## config.mk

```make
export PLATFORM = sky130hd
export DESIGN_NAME = fetch_queue_flat
export DESIGN_NICKNAME = d
export VERILOG_FILES = /design/src/rtl/fetch_queue_if.sv /design/src/rtl/fetch_queue.sv /design/src/flat_wrapper.sv
export SDC_FILE = /design/constraint.sdc
export NUM_CORES = 1
export LEC_CHECK = 0
export CAP_MARGIN = 30
export CORE_ASPECT_RATIO = 1.1
export CORE_MARGIN = 3
export CORE_UTILIZATION = 60
export CTS_CLUSTER_DIAMETER = 40
export DETAILED_ROUTE_END_ITERATION = 8
export GPL_ROUTABILITY_DRIVEN = 0
export PLACE_DENSITY = 0.93
export SETUP_SLACK_MARGIN = 0.15
export SLEW_MARGIN = 0
export SYNTH_ARGS = -nofsm -noshare
export SYNTH_HDL_FRONTEND = slang
export SYNTH_SLANG_ARGS = --single-unit
```

## constraint.sdc

```tcl
create_clock -name clock -period 11.15 [get_ports clock]
set_input_delay 2.7875 -clock clock [delete_from_list [all_inputs] [get_ports clock]]
set_output_delay 2.7875 -clock clock [all_outputs]
set_load 0.02 [all_outputs]
```

## src/rtl/fetch_queue_if.sv

```systemverilog
// Fetch-side push and decode-side pop bundle for the fetch queue.
// The master drives fetch and decode requests; the slave is the queue.
interface fetch_queue_if #(
  parameter int WIDTH  = 2,
  parameter int DEPTH  = 8,
  parameter int DATA_W = 32,
  parameter int ADDR_W = 12
);
  localparam int TAKE_W = $clog2(WIDTH + 1);
  localparam int CNT_W  = $clog2(DEPTH + 1);

  logic [WIDTH-1:0]        in_valid;
  logic [WIDTH*DATA_W-1:0] in_instr;
  logic [WIDTH*ADDR_W-1:0] in_pc;
  logic                    in_ready;
  logic [WIDTH-1:0]        out_valid;
  logic [WIDTH*DATA_W-1:0] out_instr;
  logic [WIDTH*ADDR_W-1:0] out_pc;
  logic [TAKE_W-1:0]       out_take;
  logic                    flush;
  logic [CNT_W-1:0]        count;
  logic                    err;

  modport master (
    output in_valid, in_instr, in_pc, out_take, flush,
    input  in_ready, out_valid, out_instr, out_pc, count, err
  );

  modport slave (
    input  in_valid, in_instr, in_pc, out_take, flush,
    output in_ready, out_valid, out_instr, out_pc, count, err
  );
endinterface

```

## src/rtl/fetch_queue.sv

```systemverilog
// Multi-lane instruction buffer between fetch and decode: up to WIDTH pushes
// and WIDTH pops per cycle in program order, emptied on redirect.
module fetch_queue #(
  parameter int WIDTH  = 2,
  parameter int DEPTH  = 8,
  parameter int DATA_W = 32,
  parameter int ADDR_W = 12
) (
  input  logic          clock,
  input  logic          reset,
  fetch_queue_if.slave  bus
);
  localparam int PTR_W  = $clog2(DEPTH);
  localparam int CNT_W  = $clog2(DEPTH + 1);
  localparam int TAKE_W = $clog2(WIDTH + 1);

  logic [DATA_W-1:0] instr_mem [DEPTH];
  logic [ADDR_W-1:0] pc_mem    [DEPTH];

  logic [PTR_W-1:0] head;
  logic [PTR_W-1:0] tail;
  logic [CNT_W-1:0] count_q;
  logic             err_q;

  logic             ready;
  logic             contig;
  logic             push_ok;
  logic             push_err;
  logic             pop_ok;
  logic             pop_err;
  logic [CNT_W-1:0] n_push;
  logic [CNT_W-1:0] n_pop;

  function automatic logic [CNT_W-1:0] popcount(input logic [WIDTH-1:0] v);
    logic [CNT_W-1:0] n;
    n = '0;
    for (int i = 0; i < WIDTH; i++) n = n + CNT_W'(v[i]);
    return n;
  endfunction

  // Valid lanes must be a run of ones starting at lane 0, i.e. v+1 is a power of two.
  function automatic logic is_contiguous(input logic [WIDTH-1:0] v);
    return ((v & (v + WIDTH'(1))) == '0);
  endfunction

  always_comb begin
    ready    = (count_q <= CNT_W'(DEPTH - WIDTH));
    contig   = is_contiguous(bus.in_valid);
    push_ok  = ready && contig && (bus.in_valid != '0);
    push_err = (bus.in_valid != '0) && !(ready && contig);
    pop_ok   = (CNT_W'(bus.out_take) <= count_q) && (bus.out_take <= TAKE_W'(WIDTH));
    pop_err  = !pop_ok;
    n_push   = push_ok ? popcount(bus.in_valid) : '0;
    n_pop    = pop_ok ? CNT_W'(bus.out_take) : '0;
  end

  always_ff @(posedge clock) begin
    if (!reset) begin
      head    <= '0;
      tail    <= '0;
      count_q <= '0;
      err_q   <= 1'b0;
    end else if (bus.flush) begin
      head    <= '0;
      tail    <= '0;
      count_q <= '0;
    end else begin
      head    <= head + PTR_W'(n_pop);
      tail    <= tail + PTR_W'(n_push);
      count_q <= count_q + n_push - n_pop;
      if (push_err || pop_err) err_q <= 1'b1;
    end
  end

  // Storage is data only; the in_ready rule keeps writes off unread entries.
  always_ff @(posedge clock) begin
    for (int i = 0; i < WIDTH; i++) begin
      if (reset && !bus.flush && push_ok && bus.in_valid[i]) begin
        instr_mem[tail + PTR_W'(i)] <= bus.in_instr[i*DATA_W +: DATA_W];
        pc_mem[tail + PTR_W'(i)]    <= bus.in_pc[i*ADDR_W +: ADDR_W];
      end
    end
  end

  for (genvar g = 0; g < WIDTH; g++) begin : g_lane
    assign bus.out_valid[g]                   = (count_q > CNT_W'(g));
    assign bus.out_instr[g*DATA_W +: DATA_W]  = instr_mem[head + PTR_W'(g)];
    assign bus.out_pc[g*ADDR_W +: ADDR_W]     = pc_mem[head + PTR_W'(g)];
  end

  assign bus.in_ready = ready;
  assign bus.count    = count_q;
  assign bus.err      = err_q;
endmodule

```

## src/flat_wrapper.sv

```systemverilog
// flat-port wrapper written by rule: the top's interface ports become plain ports
module fetch_queue_flat 
#(
  parameter int WIDTH  = 2,
  parameter int DEPTH  = 8,
  parameter int DATA_W = 32,
  parameter int ADDR_W = 12
)
  (clock, reset, bus_in_valid, bus_in_instr, bus_in_pc, bus_out_take, bus_flush, bus_in_ready, bus_out_valid, bus_out_instr, bus_out_pc, bus_count, bus_err);
  fetch_queue_if #(.WIDTH(WIDTH), .DEPTH(DEPTH), .DATA_W(DATA_W), .ADDR_W(ADDR_W)) bus_i ();
  input  logic clock;
  input  logic reset;
  input wire logic [$bits(bus_i.in_valid)-1:0] bus_in_valid;
  input wire logic [$bits(bus_i.in_instr)-1:0] bus_in_instr;
  input wire logic [$bits(bus_i.in_pc)-1:0] bus_in_pc;
  input wire logic [$bits(bus_i.out_take)-1:0] bus_out_take;
  input wire logic [$bits(bus_i.flush)-1:0] bus_flush;
  output wire logic [$bits(bus_i.in_ready)-1:0] bus_in_ready;
  output wire logic [$bits(bus_i.out_valid)-1:0] bus_out_valid;
  output wire logic [$bits(bus_i.out_instr)-1:0] bus_out_instr;
  output wire logic [$bits(bus_i.out_pc)-1:0] bus_out_pc;
  output wire logic [$bits(bus_i.count)-1:0] bus_count;
  output wire logic [$bits(bus_i.err)-1:0] bus_err;
  assign bus_i.in_valid = bus_in_valid;
  assign bus_i.in_instr = bus_in_instr;
  assign bus_i.in_pc = bus_in_pc;
  assign bus_i.out_take = bus_out_take;
  assign bus_i.flush = bus_flush;
  assign bus_in_ready = bus_i.in_ready;
  assign bus_out_valid = bus_i.out_valid;
  assign bus_out_instr = bus_i.out_instr;
  assign bus_out_pc = bus_i.out_pc;
  assign bus_count = bus_i.count;
  assign bus_err = bus_i.err;
  fetch_queue #(.WIDTH(WIDTH), .DEPTH(DEPTH), .DATA_W(DATA_W), .ADDR_W(ADDR_W)) u_core (.clock(clock), .reset(reset), .bus(bus_i));
endmodule
```

-- Yosys cells after proc, flatten, opt, wreduce, memory -nomap -nowiden
Memories as Yosys holds them, arrays and structs flattened. A register that Yosys moved wholly into a read port is not among the register bits.
Cells that the tools add are included.
- add/sub/neg operators: 8
- reduce and logical (&&, ||, !) cells: 16
- $lt $le $gt $ge: 5
- mux-type cells: 8
- bitwise logic cells: 3
- operator list (cell ; count):
    4-bit by 1-bit greater-than comparator with 1-bit output (second input constant) ; 2
    1-bit logical AND ; 8
    3-bit by 1-bit adder with 3-bit output (second input constant) ; 2
    3-bit adder ; 2
    3-bit 2-to-1 mux ; 2
    4-bit adder ; 1
    2-bit by 4-bit <= comparator with 1-bit output ; 1
    4-bit by 3-bit <= comparator with 1-bit output (second input constant) ; 1
    1-bit 2-to-1 mux ; 4
    4-bit 2-to-1 mux ; 1
    4-bit subtractor ; 1
    1-bit logical NOT ; 3
    1-bit by 1-bit adder with 2-bit output ; 1
    2-bit by 1-bit adder with 2-bit output (second input constant) ; 1
    2-bit AND ; 1
    2-bit <= comparator (second input constant) ; 1
    2-bit logical NOT ; 1
    2-bit 2-to-1 mux ; 1
    1-bit NOT ; 2
    2-bit AND reduction ; 1
    2-bit nonzero test ; 1
    2-bit OR reduction ; 1
    1-bit logical OR ; 1
- bits in registers: 11
- output and inout port bits: 96
- bits of input ports: 95
- memories kept: 2
- RAM bits: 352
- memory list (name ; depth ; bits a word ; rd ports ; clocked after Yosys merged registers in ; wr ports ; RTL line ; source):
    u_core.instr_mem ; 8 ; 32 ; 2 ; 1 ; 2 ; fetch_queue.sv:17 ; logic [DATA_W-1:0] instr_mem [DEPTH];
    u_core.pc_mem ; 8 ; 12 ; 2 ; 1 ; 2 ; fetch_queue.sv:18 ; logic [ADDR_W-1:0] pc_mem [DEPTH];

-- Longest topological paths before layout
Gate-level depths: netlist (run 1).
- depth after elaboration: 9
- gate-level depth with buffers: 13
- mapped depth without buffers: 12

-- Worst setup path after synthesis (run 1)
No wires, ideal clock.
- path kind: input to register
- from: in bus_in_valid[0]
- to: mem u_core.instr_mem[1][0] (enable)
- stages on the path: 6
- arrival: 5.728 ns
- path slack: 4.962 ns
- path buffers: 1
- cell sequence: inv_1 -> ha_1 -> nor2_1 -> nand3_2 -> buf_2 -> a21oi_1
- RTL lines (what ; RTL line ; source):
    from (decl) ; flat_wrapper.sv:13 ; input wire logic [$bits(bus_i.in_valid)-1:0] bus_in_valid;
    to (decl) ; fetch_queue.sv:17 ;

-- Worst setup path after layout (run 1)
- from: reg u_core.head[0]
- to: out bus_out_instr[62]
- word-level cells in the longest chain between the ends: 2
- ends and longest elaborated chain (what ; RTL line ; source):
    from (decl) ; fetch_queue.sv:20 ; logic [PTR_W-1:0] head;
    from (signal assigned) ; fetch_queue.sv:68 ; head <= head + PTR_W'(n_pop);
    3-bit by 1-bit adder with 3-bit output ; fetch_queue.sv:87 ; assign bus.out_instr[g*DATA_W +: DATA_W] = instr_mem[head + PTR_W'(g)];
    memory 8 x 32 bit ; - ;
    to (decl) ; flat_wrapper.sv:20 ; output wire logic [$bits(bus_i.out_instr)-1:0] bus_out_instr;
Every way passes these cells.

==> results of run 1 <==
layout by cell type, fill, tap and decap left out, drive strengths merged, types with 2 or more instances in the layout:
cell           instances
buf                   23
bufinv                 4
clkinvlp               5
ha                    15
o211ai                 2
mux2                 440
dfxtp                 11
and2                   7
xor2                   3
mux4                 176
nand3                  8
edfxtp               352
fa                     4
diode                  6
nor3                   5
nand2                  5
clkdlybuf4s50        190
clkbuf                51
nor2                  12
or3                    2
o32a                   2
clkinv                13
a32oi                  4
and3                   2
xnor2                  4
inv                   21
a21oi                  3
nor2b                  2
power by group through the flow:
stage          Clock [mW]  Combinational (mW)  Sequential [mW]
5_1_grt              1.50               0.756             1.55
2_1_floorplan           0               0.442             1.57
6_report             1.43               0.716             1.55
3_3_place_gp            0               0.676             1.58
4_1_cts              1.44               0.718             1.55
3_5_place_dp            0               0.705             1.58
metrics by stage:
step	total power, mW	std cells	hold slack [ps]
final	3.70	1864	501
after global routing	3.81	1863	506
after global placement	2.26	1775	468
after detailed placement	2.28	1779	478
after CTS	3.71	1858	497
after floorplan	2.01	1171	578
sequential cells by signal, indices dropped and copies added (netlist names):
signal            cells
u_core.pc_mem        96
u_core.bus.err        1
u_core.instr_mem    256
u_core.tail           3
u_core.bus.count      4
u_core.head           3
cell usage after synthesis (5+ instances only):
| cell type | instances |
|---|---|
| mux2_4 | 67 |
| mux2_2 | 330 |
| inv_1 | 14 |
| buf_1 | 10 |
| nor2_1 | 12 |
| and2_1 | 7 |
| buf_2 | 39 |
| ha_1 | 15 |
| mux4_2 | 176 |
| buf_6 | 28 |
| dfxtp_1 | 11 |
| mux2_1 | 43 |
| edfxtp_1 | 352 |
| nand2_1 | 5 |
| clkbuf_1 | 9 |
logic make-up (layout without fill, tap and decap cells):
kind of cell	count (synthesis)	after routing	share of synthesized area
simple gates	50	50	0.0185
xor+xnor	7	7	0.00460
mux	616	616	0.427
flops	363	363	0.502
other cells	0	6	0
fa+ha+maj	19	19	0.0125
compound gates	15	15	0.00553
buf+inv	101	307	0.0297
critical path: cells and delay by family, from the launching register on:
kind	cells	cell delay (ps)
buffers and inverters	2	1160
DFF	1	880
xor gates and xnor gates	1	730
muxes	1	450
adders and majority gates	1	270
worst paths after layout:
kind	start	end	slack [ps]	cells after the start
worst max-delay path	u_core.head[0]	bus_out_instr[62]	4290	5
worst min-delay path	u_core.bus.err	u_core.bus.err	500	1
worst max register to register	u_core.bus.count[3]	u_core.instr_mem[2][2]	7580	7
worst min register to register	u_core.bus.err	u_core.bus.err	500	1
cell type report:
cell class                 instances  area (um^2)  area share
tap                              481          602      0.0238
inverter                          15         56.3     0.00223
antenna                            6         15.0    0.000595
clock buffer                      51         1160      0.0459
timing repair buffer             213         2150      0.0851
multi-input combinational        707        10200       0.403
sequential                       363        10800       0.428
clock inverter                    28          300      0.0119
layer usage:
metal  up-vias  share of wire  GRT usage  routed length [um]
met1      6648           0.35      0.361               19500
met5         -        0.00023          0                  13
met3       118          0.088     0.0547                4890
met4         2          0.029      0.112                1630
met2       813           0.53      0.520               29500
li1       5250              -          -                   -
==> metrics.txt, run 1 <==
Critical Path Start Type register; Clock Pin Slew Worst Setup and Hold Paths 60 ps; routed via count 12,800; Sequential Power Share 0.419; setup TNS 0 ps; status finished, final reports clean; Final nets 1,457; asr flop ratio synth 0; initial antenna violation count 7; CTS resizes 0; worst-path cell chain ha_4 -> xor2_4 -> buf_4 -> mux2_2 -> clkdlybuf4s50_1; CTS tree built; Worst Path Max Fanout a little under 50; CP Data Required Time between 8000 and 9000 ps; worst slew pin tran 947 ps; port bufs 190; switch share 0.258; Synthesis Warnings 0; Internal 2.75 mW; HP Class register to register; initial DRC count 1,406; switching power roughly 950 uW; DRC violations left 0; post-synth top area cell edfxtp_1; vias per cell around 6.9; Max VDD drop about 0.19 mV; Slew Limit Fails 0; H-tree levels 2; top cells by area, synth edfxtp_1 49%, mux4_2 18%, mux2_2 17%; Skew-Pair Late Insertion Delay roughly 550 ps; DIE HEIGHT around 200 um; drt pass-1 iters 5; Slew Limit Headroom 0.369; crit path kind register to output port; grt ovf 0; Die W about 190 um; hold violation total from the final report 0; mean post-synth cell area ~18 um^2; Pleak about 8.2 nW; Area Overhead vs Synth 17.5%; slowest stage delay, CP 880 ps; maxcap violations 0; unrepaired setup endpoints after global routing no; Antenna Nets Post-Route 0; combinational share of power 0.194; crit path capture type output port; vias in the first global route 14,000; fin area ~25,000 um^2; io pins roughly 190; largest net degree at the start of global routing 63; Final setup viols 0; Post-Route WL ~56 mm; dpl hpwl between 30 and 40 mm; root buffer cell clkbuf_16; Synth Cell Area around 21,000 um^2; DR WL/cell 29.8 um; Synth Register Bits approximately 360; Achievable Freq 146 MHz; Syn Nets about 1,300; share of layout cells above drive strength 1 0.506; fillers 2,004; clock power share 0.387; register area share after synthesis 0.502; distinct cell type count after synthesis 44; fin crit share 0.615; Placeable Area around 35,000 um^2; EDFF count, synth 352; pre-CTS WS 4500 ps; row count between 70 and 80; Synth top area share 0.492; pwr dens ~150 nW/um^2; Post-CTS Setup Inserts 0; Initial Utilization 0.610; first-pass GRT wire length about 85 mm; most common flop cell mapped by yosys edfxtp_1; Post-CTS Hold Buffers 0; Max Buffers Root-to-Sink 3; Clock Sinks between 300 and 400; GRT Overall Usage 0.293; min cycle time layout ~7000 ps; final setup margin approximately 4300 ps; fin util 0.717; clk_skew approximately 12 ps; Syn Inst Count roughly 1,200; Inserted Clock Buffers 43; Slowest-stage cell, CP dfxtp_4; Crit path arrival time 4070 ps; DP Area approximately 24,000 um^2; Die Outline Area ~38,000 um^2
(Power assumes the default switching activity.)
==> run 2, diff against run 1 <==
--- a/config.mk
+++ b/config.mk
@@ -8,11 +8,11 @@
 export CAP_MARGIN = 30
 export CORE_ASPECT_RATIO = 1.1
 export CORE_MARGIN = 3
-export CORE_UTILIZATION = 60
+export CORE_UTILIZATION = 59
 export CTS_CLUSTER_DIAMETER = 40
 export DETAILED_ROUTE_END_ITERATION = 8
 export GPL_ROUTABILITY_DRIVEN = 0
-export PLACE_DENSITY = 0.93
+export PLACE_DENSITY = 0.91
 export SETUP_SLACK_MARGIN = 0.15
 export SLEW_MARGIN = 0
 export SYNTH_ARGS = -nofsm -noshare
==> constraint.sdc (replaced) <==
create_clock -name clock -period 6.88 [get_ports clock]
set_input_delay 1.72 -clock clock [delete_from_list [all_inputs] [get_ports clock]]
set_output_delay 1.72 -clock clock [all_outputs]
set_load 0.02 [all_outputs]
==> run 2 against run 1 <==
Via count is 1.0% lower; combinational power is 62% higher; clock-buffer cell count is 4 higher; global-route usage is 1.1 points lower; total power is 66% higher; routed wire length is 1.9% lower; final cell count is 0.38% higher; sequential cell count stayed put; sequential power is 61% higher; utilization hardly changed; critical path depth stayed put; critical path type unchanged; largest cell class unchanged.
==> metrics.txt, run 2 (synthesis gave the netlist of run 1 again) <==
grt ovf 0 (unchanged); worst slew pin tran 1070 ps (+127 ps); CP Data Required Time 5160 ps (-3200 ps); Initial Utilization 0.604 (-0.00618); HP Class register to register; most frequent cells in the layout 352 x edfxtp_1, 330 x mux2_2, 190 x clkdlybuf4s50_1, 176 x mux4_2, 67 x mux2_4; io pins 191 (unchanged); status finished, final reports clean; Die W 188 um (+0.82%); Placeable Area 35,600 um^2 (+1.0%); Post-CTS Setup Inserts 0 (unchanged); dpl hpwl 31.3 mm (-0.19%); crit path capture bus_out_instr[41]; Pleak 8.32 nW (+1.2%); pwr dens 241 nW/um^2 (+64%); Slowest-stage cell, CP buf_4; Crit. Startpoint u_core.head[0]; Clock Sinks 363 (unchanged); Final nets 1,465 (+0.55%); CTS resizes 0 (unchanged); GRT Overall Usage 0.283 (-0.0106); drt pass-1 iters 5 (unchanged); crit path capture type output port; Inserted Clock Buffers 46 (+7.0%); port bufs 190 (unchanged); clk_skew 15.5 ps (+3.85 ps); Max Buffers Root-to-Sink 3 (unchanged); root buffer cell clkbuf_16; number of buffers and inverters on the critical path 2 (unchanged); Antenna Nets Post-Route 0 (unchanged); cell family with most CP delay buffers and inverters; CTS tree built; Worst Path Max Fanout 40 (-18%); Post-Route WL 54.5 mm (-1.9%); clock power share 0.405 (+0.018); crit path kind register to output port; Critical Path Start Type register; Slew Limit Fails 0 (unchanged); share of layout cells above drive strength 1 0.508 (+0.00141); unrepaired setup endpoints after global routing no; DIE HEIGHT 206 um (+0.82%); Most flops, register u_core.instr_mem; Internal 4.60 mW (+68%); slowest stage delay, CP 620 ps (-260 ps); Final Non-Filler Cells 1,871 (+0.38%); Slew Limit Headroom 0.284 (-0.0847); worst-path cell chain ha_4 -> buf_4 -> mux4_2 -> mux2_2 -> clkdlybuf4s50_1; Crit Reg-Reg Startpoint u_core.tail[0]; WP depth 5 (unchanged); row count 72 (unchanged); Achievable Freq 191 MHz; Skew-Pair Late Insertion Delay 550 ps (about the same); fin crit share 0.762; combinational share of power 0.188 (-0.006); hold violation total from the final report 0 (unchanged); Die Outline Area 38,700 um^2 (+1.6%); min cycle time layout 5240 ps; Reg2Reg Depth 5 (-2); largest net degree at the start of global routing 161 (+160%); initial antenna violation count 5 (-2); Area Overhead vs Synth 18.7%; Max VDD drop 0.226 mV (+21%); total power 6.14 mW (+66%); H-tree levels 2 (unchanged); setup TNS 0 ps (unchanged); fin area 25,500 um^2 (+1.0%); vias in the first global route 13,600 (-3.1%); FF-to-FF setup slack 3610 ps (-3970 ps); first-pass GRT wire length 82.5 mm (-2.5%); Hold Slack 486 ps (-14.6 ps); routed via count 12,700 (-1.0%); switching power 1.54 mW (+62%); R2R Path End u_core.instr_mem[5][9]; Final setup viols 0 (unchanged); vias per cell 6.79 (-1.4%); DP Area 23,900 um^2 (+0.43%); Sequential Power Share 0.407 (-0.012); placed cell count 1,782 (+0.17%); initial DRC count 1,311 (-6.8%); Clock Pin Slew Worst Setup and Hold Paths 50 ps (about the same); DR WL/cell 29.1 um (-2.3%); Post-CTS Hold Buffers 0 (unchanged); maxcap violations 0 (unchanged); DRC violations left 0 (unchanged); Crit path arrival time 3520 ps (-550 ps); most common cell after layout, fill and taps aside edfxtp_1; max reg flops 256 (unchanged); switch share 0.251 (-0.00670)
-- run 2: cell types whose count changed in the layout (fill, tap and decap cells not counted), moves of 2 or more --
cell       before  now
clkbuf_16      45   49
bufinv_16       4    6
clkinv_4        1    3
inv_6           5    2
buf_4          19   15
buf_12          1   11
clkinv_8        2    0
clkinv_2        7    4
-- run 2: worst min-delay path by stage --
stage	to	start	cells after the start	slack (ps)
floorplan	u_core.head[0]	u_core.head[0]	2	580
global placement	u_core.bus.err	u_core.bus.err	1	470
detailed placement	u_core.bus.err	u_core.bus.err	1	470
CTS	u_core.bus.err	u_core.bus.err	1	490
global route	u_core.bus.err	u_core.bus.err	1	500
finish	u_core.bus.err	u_core.bus.err	1	490
-- run 2: cell type report --
class | instances | area (um^2)
diodes | 5 | 12.5
repair buffers | 218 | 2290
well taps | 481 | 602
inverters | 15 | 56.3
multi-input cells | 707 | 10200
clock inverters | 27 | 327
clock buffers | 55 | 1250
fillers | 2116 | 10100
flip-flops and latches | 363 | 10800
-- run 2: power by group through the flow --
stage | clock network [mW] | logic (mW) | registers (mW)
3_3_place_gp | 0 | 1.12 | 2.54
3_5_place_dp | 0 | 1.15 | 2.54
4_1_cts | 2.50 | 1.16 | 2.50
6_report | 2.49 | 1.16 | 2.50
5_1_grt | 2.59 | 1.23 | 2.50
2_1_floorplan | 0 | 0.717 | 2.54
-- run 2: worst register-to-register path, stage by stage (launching register included) --
cell and delay, ps:
dfxtp_1 540, ha_1 410, nor4_4 530, nand3_4 630, buf_4 540, mux2_4 370
-- run 2: stage by stage --
stage	utilization	worst slack, ps
2_1_floorplan	-	1760
3_3_place_gp	0.669	1710
3_5_place_dp	0.671	1670
4_1_cts	0.715	1610
5_1_grt	0.716	1480
6_report	0.717	1640
-- run 2: routing by layer --
metal | global-route usage | up-vias | part of all wire
met5 | 0 | - | 0.00040
met4 | 0.105 | 4 | 0.029
met3 | 0.0409 | 116 | 0.069
met2 | 0.490 | 613 | 0.52
met1 | 0.367 | 6693 | 0.38
li1 | - | 5276 | -
